<file path="config.mk">
export PLATFORM = sky130hd
export DESIGN_NAME = mem_arbiter
export DESIGN_NICKNAME = d
export VERILOG_FILES = /design/src/rtl/mem_arbiter.sv
export SDC_FILE = /design/constraint.sdc
export NUM_CORES = 1
export LEC_CHECK = 0
export CAP_MARGIN = 5
export CORE_AREA = 4 4 103 105
export CTS_CLUSTER_SIZE = 25
export DETAILED_ROUTE_END_ITERATION = 8
export DIE_AREA = 0 0 107 109
export HOLD_SLACK_MARGIN = 0.06
export PLACE_DENSITY_LB_ADDON = 0.1
export SYNTH_ARGS = -nofsm -noshare
export SYNTH_HDL_FRONTEND = slang
export SYNTH_SLANG_ARGS = --single-unit
export TNS_END_PERCENT = 1
</file>
<file path="constraint.sdc">
create_clock -name CLK -period 2.95 [get_ports CLK]
set_input_delay 0.7375 -clock CLK [delete_from_list [all_inputs] [get_ports CLK]]
set_output_delay 0.7375 -clock CLK [all_outputs]
set_load 0.03 [all_outputs]
</file>
<file path="src/rtl/mem_arbiter.sv">
// Single-port memory arbiter: funnels I-fetch and D-access requests onto one RAM port.
// Data wins arbitration; a data-streak counter forces an instruction grant to avoid starvation.
module mem_arbiter #(
  parameter int unsigned MAX_DSTREAK = 4,
  parameter int unsigned TIMEOUT     = 64,
  parameter logic [31:0] ERR_WORD    = 32'hBAD1BAD1
) (
  input  logic        CLK,
  input  logic        RST,
  input  logic        iREN,
  input  logic [31:0] iaddr,
  input  logic        dREN,
  input  logic        dWEN,
  input  logic [31:0] daddr,
  input  logic [31:0] dstore,
  output logic        iwait,
  output logic        dwait,
  output logic [31:0] iload,
  output logic [31:0] dload,
  output logic        ramREN,
  output logic        ramWEN,
  output logic [31:0] ramaddr,
  output logic [31:0] ramstore,
  input  logic [31:0] ramload,
  input  logic [1:0]  ramstate,
  output logic        mem_err,
  output logic [1:0]  o_dbg_state
);

  typedef enum logic [1:0] {
    IDLE = 2'd0,
    D_WR = 2'd1,
    D_RD = 2'd2,
    I_RD = 2'd3
  } state_t;

  localparam logic [3:0] STREAK_MAX = 4'(MAX_DSTREAK);
  localparam logic [7:0] TCNT_LAST  = 8'(TIMEOUT - 1);
  localparam logic [1:0] RAM_ACCESS = 2'd2;

  state_t      r_state;
  state_t      w_next;
  logic [3:0]  r_streak;
  logic [7:0]  r_tcnt;
  logic        r_err;
  logic        w_access;
  logic        w_tmo;
  logic        w_d_done;
  logic        w_i_done;
  logic        w_tmo_fire;

  assign w_access    = (ramstate == RAM_ACCESS);
  assign w_tmo       = (r_tcnt == TCNT_LAST);
  assign mem_err     = r_err;
  assign o_dbg_state = r_state;

  // A grant state whose request has dropped falls through with all RAM outputs at 0.
  always_comb begin
    w_next   = r_state;
    ramREN   = 1'b0;
    ramWEN   = 1'b0;
    ramaddr  = 32'd0;
    ramstore = 32'd0;
    iload    = 32'd0;
    dload    = 32'd0;
    w_d_done = 1'b0;
    w_i_done = 1'b0;
    case (r_state)
      IDLE: begin
        if (iREN && (r_streak == STREAK_MAX)) w_next = I_RD;
        else if (dWEN)                        w_next = D_WR;
        else if (dREN)                        w_next = D_RD;
        else if (iREN)                        w_next = I_RD;
        else                                  w_next = IDLE;
      end
      D_WR: begin
        if (!dWEN) begin
          w_next = IDLE;
        end else begin
          ramWEN   = 1'b1;
          ramaddr  = daddr;
          ramstore = dstore;
          if (w_access || w_tmo) begin
            w_d_done = 1'b1;
            w_next   = IDLE;
          end
        end
      end
      D_RD: begin
        if (!dREN) begin
          w_next = IDLE;
        end else begin
          ramREN  = 1'b1;
          ramaddr = daddr;
          if (w_access || w_tmo) begin
            w_d_done = 1'b1;
            dload    = w_access ? ramload : ERR_WORD;
            w_next   = IDLE;
          end
        end
      end
      I_RD: begin
        if (!iREN) begin
          w_next = IDLE;
        end else begin
          ramREN  = 1'b1;
          ramaddr = iaddr;
          if (w_access || w_tmo) begin
            w_i_done = 1'b1;
            iload    = w_access ? ramload : ERR_WORD;
            w_next   = IDLE;
          end
        end
      end
      default: w_next = IDLE;
    endcase
  end

  assign iwait      = iREN & ~w_i_done;
  assign dwait      = (dREN | dWEN) & ~w_d_done;
  assign w_tmo_fire = (w_d_done | w_i_done) & ~w_access;

  always_ff @(posedge CLK or posedge RST) begin
    if (RST) begin
      r_state  <= IDLE;
      r_streak <= 4'd0;
      r_tcnt   <= 8'd0;
      r_err    <= 1'b0;
    end else begin
      r_state <= w_next;
      // Counter sits at 0 in IDLE so every grant starts its wait budget fresh.
      if (r_state == IDLE)  r_tcnt <= 8'd0;
      else if (!w_access)   r_tcnt <= r_tcnt + 8'd1;
      if (w_i_done) begin
        r_streak <= 4'd0;
      end else if (w_d_done) begin
        if (!iREN)                         r_streak <= 4'd0;
        else if (r_streak != STREAK_MAX)   r_streak <= r_streak + 4'd1;
      end
      if (w_tmo_fire) r_err <= 1'b1;
    end
  end

endmodule
</file>
==> impl_metrics.tcl, run 1 <==
set metrics [dict create \
    slew_headroom 0.610 \
    timing.fmax_ghz 0.352 \
    hold_viol_final 0 \
    antenna_found_initial 0 \
    crit_arrival_ns 2.11 \
    finish.instance_area_mm2 0.00467 \
    num_rows 36 \
    ys.flop_type "dfrtp_1" \
    n_antenna_cell 0 \
    grt_start_max_net_pins 37 \
    ctsLongestPathBuffers 2 \
    end_kind "primary output" \
    r2r_start "r_tcnt[0]" \
    grt_pass1_vias 3105 \
    drv_slew 0 \
    crit_path_max_fanout 33 \
    ir_worst_vdd_uv 336 \
    endpoint "ramaddr[0]" \
    critPathLaunch "dWEN" \
    final.fill_count 1006 \
    status "completed" \
    cts.hold.buffers_added 0 \
    track_usage 0.170 \
    r2r_setup_slack_ns 0.85 \
    globalplace.congestion 0.754 \
    drc 0 \
    post_cts_buffers 0 \
    cts_buffers 3 \
    netlist-cell-type-count 34 \
    tightest_slew_ns 0.584 \
    period_share 0.964 \
    dp_hpwl_um 9230 \
    crit_path_cell_trace "clkdlybuf4s50_1, a22o_1, buf_12, a22oi_1, nor2_1, buf_4" \
    clock_skew_ns 0.00545 \
    cts_resized 0 \
    hp-class "register to register" \
    ios 270 \
    avgRoutedWirePerCell_um 15.5 \
    clkSlewWorstSetupHoldPaths_ns 0.07 \
    power_leakage_nw 2.25 \
    dpl_cell_area_mm2 0.00461 \
    drive_gt1_frac 0.264 \
    syn_area_per_cell_um2 6.04 \
    vias_per_cell 4.57 \
    worst-setup-path-type "primary input to primary output" \
    reg2regPathDepth 6 \
    die_area_mm2 0.0117 \
    synthCells 329 \
    cts_tree "built" \
    finalWorstSetupSlack_ns 0.106 \
    tns_ns 0 \
    synth_edf_count 0 \
    area_delta_synth_final_pct 135 \
    cts_sinks 15 \
    reg2reg_to "r_streak[3]" \
    synth_area_mm2 0.00199 \
    synth_fp_nets 472 \
    yosysWarnings 0 \
    finalWirelength_um 11200 \
    seqCellArea_um2 375 \
    coreArea_mm2 0.00964 \
    routed-via-count 3298 \
    dp_slack_ns 0.0481 \
    die_h_um 109 \
    fin_cells 721 \
    maxCapViolations 0 \
    placed_cells 717 \
    drt_iter0_drc 246 \
    htreeDepth 1 \
    power_density_mw_per_mm2 544 \
    multi_input_area_mm2 0.00147 \
    fin_nets 732 \
    async_flop_share 1.00 \
    crit_path_max_incr_delay_ns 0.45 \
    root_buffer "clkbuf_8" \
    dr.pass1.iters 5 \
    grt_pass1_wl_um 16000 \
    start_util 0.206 \
    setup_viol 0 \
    numPortBuffers 269 \
    rsz0062_at_grt "false" \
    fp.dieW_um 107 \
    hold_ws_ns 0.459 \
    crit_path_top_delay_cell "clkdlybuf4s50_1" \
    ys_seq_elements 15 \
    ant_nets 0 \
    required_ns 2.21 \
    ys_seq_area_frac 0.189 \
    clk_latency_ns 0.25 \
    min_period_ns 2.84 \
    gr-total-overflow 0 \
    cp-start-kind "primary input" \
]
==> through the flow <==
stage	utilization	power [W]
2_1_floorplan	-	0.00151
3_3_place_gp	0.478	0.00237
3_5_place_dp	0.478	0.00239
4_1_cts	0.483	0.00256
5_1_grt	0.484	0.00272
6_report	0.484	0.00254
==> cell usage after synthesis (all sizes together), types with 2 or more instances <==
cell type / n / share of area
nor2: 120 / 0.23
a22oi: 32 / 0.12
and3: 32 / 0.10
clkbuf: 26 / 0.049
nand2: 26 / 0.049
dfrtp: 15 / 0.19
ha: 8 / 0.050
inv: 8 / 0.015
a21oi: 7 / 0.018
a31oi: 6 / 0.019
nand3: 6 / 0.015
o21ai: 6 / 0.015
buf: 5 / 0.011
and2: 4 / 0.013
xnor2: 4 / 0.018
nand2b: 3 / 0.0094
or3: 3 / 0.0094
nand4: 2 / 0.0063
or4: 2 / 0.0076
==> metal layers <==
metal	track usage	wire length, um	part of all wire	vias up
met1	0.186	4150	0.37	1513
met3	0.0385	815	0.073	6
li1	-	-	-	1636
met5	0	0	0	-
met2	0.343	6150	0.55	143
met4	0.0164	79	0.0071	0
==> layout by cell type (no fill, tap or decap), drive strengths merged <==
cell type / synthesis / layout
a21o: 1 / 1
a21oi: 7 / 7
a22o: 1 / 1
a22oi: 32 / 32
a31oi: 6 / 6
and2: 4 / 4
and3: 32 / 32
buf: 5 / 149
clkbuf: 26 / 3
clkdlybuf4s50: 0 / 137
clkinv: 0 / 1
dfrtp: 15 / 15
ha: 8 / 8
inv: 8 / 8
mux2: 1 / 1
nand2: 26 / 26
nand2b: 3 / 3
nand3: 6 / 6
nand3b: 1 / 1
nand4: 2 / 2
nand4b: 1 / 1
nor2: 120 / 120
nor2b: 1 / 1
nor3: 1 / 1
nor4: 1 / 1
o21ai: 6 / 6
o21bai: 1 / 1
o22a: 1 / 1
o41a: 1 / 1
o41ai: 1 / 1
or3: 3 / 3
or4: 2 / 2
or4b: 1 / 1
xnor2: 4 / 4
xor2: 1 / 1
==> worst max-delay path, delay by kind of cell <==
kind / cells / cell delay [ns]
buffers and inverters: 3 / 0.80
and+or+nand+nor: 1 / 0.08
AOI/OAI and AO/OA: 2 / 0.47
==> logic make-up (layout without fill, tap and decap cells) <==
| family | count (synthesis) | after routing | synth area share |
|---|---|---|---|
| compound gates | 57 | 57 | 0.199 |
| xor+xnor | 5 | 5 | 0.0220 |
| fa+ha+maj | 8 | 8 | 0.0504 |
| buf+inv | 39 | 298 | 0.0749 |
| flops | 15 | 15 | 0.189 |
| mux | 1 | 1 | 0.00567 |
| simple gates | 204 | 204 | 0.459 |
==> state kept, by name, indices dropped and copies added, names as in the netlist <==
| register | flops |
|---|---|
| o_dbg_state | 2 |
| mem_err | 1 |
| r_tcnt | 8 |
| r_streak | 4 |
==> power breakdown <==
| part | switching, W | leakage, nW | total, W | internal [W] |
|---|---|---|---|---|
| clock network | 0.0000730 | 0.0255 | 0.000166 | 0.0000934 |
| registers | 0.0000624 | 0.190 | 0.000329 | 0.000266 |
| logic | 0.00123 | 2.04 | 0.00204 | 0.000818 |
| total | 0.00136 | 2.25 | 0.00254 | 0.00118 |
==> cell type report <==
type / instances / area share
clock buffer: 3 / 0.00885
sequential: 15 / 0.0805
multi-input combinational: 275 / 0.315
inverter: 8 / 0.00644
clock inverter: 1 / 0.00107
tap: 133 / 0.0357
timing repair buffer: 286 / 0.552
==> worst min path at each step <==
stage,endpoint,cells after the start,start,slack [ns]
final,mem_err,1,mem_err,0.46
after CTS,mem_err,1,mem_err,0.46
after detailed placement,mem_err,1,mem_err,0.45
after global placement,mem_err,1,mem_err,0.44
after floorplan,r_tcnt[1],2,r_tcnt[1],0.51
after global routing,mem_err,1,mem_err,0.49
Power figures use the tool's default switching activity.
==> run 2, diff against run 1 <==
--- a/config.mk
+++ b/config.mk
@@ -5,11 +5,13 @@
 export SDC_FILE = /design/constraint.sdc
 export NUM_CORES = 1
 export LEC_CHECK = 0
-export CAP_MARGIN = 5
-export CORE_AREA = 4 4 103 105
+export ABC_AREA = 1
+export CAP_MARGIN = 20
+export CORE_AREA = 4 4 102 104
 export CTS_CLUSTER_SIZE = 25
 export DETAILED_ROUTE_END_ITERATION = 8
-export DIE_AREA = 0 0 107 109
+export DIE_AREA = 0 0 106 108
+export GPL_TIMING_DRIVEN = 0
 export HOLD_SLACK_MARGIN = 0.06
 export PLACE_DENSITY_LB_ADDON = 0.1
 export SYNTH_ARGS = -nofsm -noshare
==> impl_metrics.tcl, run 2 <==
set metrics [dict create \
    setup_viol 0 \
    routed-via-count 3608 \
    synth_edf_count 0 \
    maxCapViolations 0 \
    netlist-cell-type-count 25 \
    clk_latency_ns 0.25 \
    timing.fmax_ghz 0.345 \
    crit_arrival_ns 2.16 \
    n_antenna_cell 0 \
    synthTopCellsByCount "nor2_1, inv_1, nand2_1" \
    final.fill_count 1008 \
    min_period_ns 2.90 \
    cts_sinks 15 \
    power_leakage_nw 2.89 \
    cp-start-kind "primary input" \
    layout_common_cells "clkdlybuf4s50_1, nor2_1, inv_1, nand2_1, dlygate4sd2_1" \
    async_flop_share 1.00 \
    synth_xor_area_frac 0.00381 \
    cts_tree "built" \
    largest-register "r_tcnt" \
    ctsLongestPathBuffers 2 \
    end_kind "primary output" \
    fp.dieW_um 106 \
    ant_nets 0 \
    crit_path_max_incr_delay_ns 0.50 \
    slew_headroom 0.630 \
    rsz0062_at_grt "true" \
    track_usage 0.207 \
    synth_area_mm2 0.00230 \
    ys_seq_area_frac 0.163 \
    drv_slew 0 \
    synth_top_family_by_area "simple AND/OR/NAND/NOR gates" \
    ys.flop_type "dfrtp_1" \
    globalplace.congestion 0.863 \
    required_ns 2.21 \
    drc 0 \
    ys_seq_elements 15 \
    crit_path_top_delay_cell "clkdlybuf4s50_1" \
    period_share 0.983 \
    antenna_found_initial 0 \
    area_delta_synth_final_pct 120 \
    seqCellArea_um2 375 \
    synth_compound_area_frac 0.172 \
    gr-total-overflow 0 \
    final_util 0.529 \
    drt_iter0_drc 141 \
    htreeDepth 1 \
    dr.pass1.iters 4 \
    start_util 0.240 \
    avgRoutedWirePerCell_um 15.3 \
    yosysMostFrequentCell "nor2_1" \
    synth.area.top_cells "nor2_1, dfrtp_1, inv_1, nand2_1, a22o_1" \
    synth-simple-area-share 0.416 \
    yosysTopAreaCellShare 0.188 \
    synth_fp_nets 563 \
    synthMuxAreaShare 0 \
    crit_path_max_fanout 10 \
    ios 270 \
    root_buffer "clkbuf_8" \
    coreArea_mm2 0.00955 \
    drive_gt1_frac 0.184 \
    die_area_mm2 0.0114 \
    synthCells 420 \
    clock_skew_ns 0.00426 \
    fin_nets 836 \
    vias_per_cell 4.37 \
    placed_cells 821 \
    num_rows 36 \
    grt_pass1_vias 3590 \
    dp_hpwl_um 10700 \
    tightest_slew_ns 0.554 \
    finalWirelength_um 12600 \
    clkSlewWorstSetupHoldPaths_ns 0.06 \
    status "completed" \
    yosysWarnings 0 \
    yosysTopAreaCell "nor2_1" \
    worst-setup-path-type "primary input to primary output" \
    die_h_um 108 \
    hold_viol_final 0 \
    cts_buffers 3 \
    syn_area_per_cell_um2 5.47 \
    final_common_cell "clkdlybuf4s50_1" \
    synth_adder_area_share 0.0436 \
    hp-class "register to register" \
    power_density_mw_per_mm2 437 \
    numPortBuffers 268 \
    crit_path_cell_trace "clkdlybuf4s50_1, nand2_4, inv_4, buf_4, nand2_1, nor2_1, clkdlybuf4s18_2" \
    grt_start_max_net_pins 16 \
    hold_ws_ns 0.482 \
    multi_input_area_mm2 0.00149 \
    largest_reg_flops 8 \
    fin_cells 825 \
    grt_pass1_wl_um 18700 \
    ir_worst_vdd_uv 204 \
]
==> run 2: critical path, delay by kind of cell <==
family / cells / cell delay, ns
buffers and inverters: 4 / 1.12
and+or+nand+nor: 3 / 0.29
==> run 2: routing by layer <==
metal	up-vias	share of wire	wire [um]	GRT usage
met4	0	0.018	227	0.0537
met3	15	0.094	1180	0.0657
met2	161	0.50	6280	0.375
met5	-	0	0	0
met1	1616	0.39	4910	0.237
li1	1816	-	-	-
==> run 2: worst paths after layout <==
kind                       depth (start not counted)           start        endpoint  slack, ns
hold / removal                                     1         mem_err         mem_err       0.48
hold reg to reg                                    1         mem_err         mem_err       0.48
setup reg to reg                                  10  o_dbg_state[0]     r_streak[0]       1.24
setup / recovery                                   7     ramstate[1]       iload[21]       0.05
max in group asynchronous                          2             RST  o_dbg_state[1]       1.73
min in group asynchronous                          2             RST     r_streak[0]       0.85
==> run 2: cells by family after synthesis <==
| group | Yosys count |
|---|---|
| AOI/OAI and AO/OA | 54 |
| xor gates and xnor gates | 1 |
| adders and majority gates | 8 |
| buffers and inverters | 111 |
| DFF | 15 |
| and+or+nand+nor | 231 |
==> run 2: timing repair <==
| action | CTS | global route |
|---|---|---|
| hold buffers | 0 | 0 |
| resized for setup | 329 | 71 |
| endpoints found under the setup margin | 132 | 73 |
| buffers inserted | 0 | 0 |
==> run 2: cell type report <==
cell class | count | share of cell area
Buffer | 23 | 0.0312
Clock buffer | 4 | 0.00892
Inverter | 88 | 0.0659
Multi-Input combinational cell | 294 | 0.294
Sequential cell | 15 | 0.0743
Tap cell | 133 | 0.0329
Timing Repair Buffer | 268 | 0.493
==> run 2: where the power goes <==
part / leakage, nW / total [W] / switching [W] / internal, W
sequential: 0.199 / 0.000300 / 0.0000497 / 0.000250
combinational: 2.67 / 0.00174 / 0.00107 / 0.000665
clock: 0.0228 / 0.000168 / 0.0000718 / 0.0000957
total: 2.89 / 0.00221 / 0.00120 / 0.00101
==> run 2: metrics by stage <==
| stage | TNS (ns) | total power [W] | setup WS (ns) | area (um^2) |
|---|---|---|---|---|
| after floorplan | 0 | 0.00132 | 0.413 | 2300 |
| after global placement | -60.94 | 0.00208 | -0.702 | 5140 |
| after detailed placement | -63.30 | 0.00210 | -0.748 | 5140 |
| after CTS | -0.0787 | 0.00222 | -0.0787 | 5180 |
| after global routing | -0.678 | 0.00238 | -0.0652 | 5050 |
| final | 0 | 0.00221 | 0.0505 | 5050 |
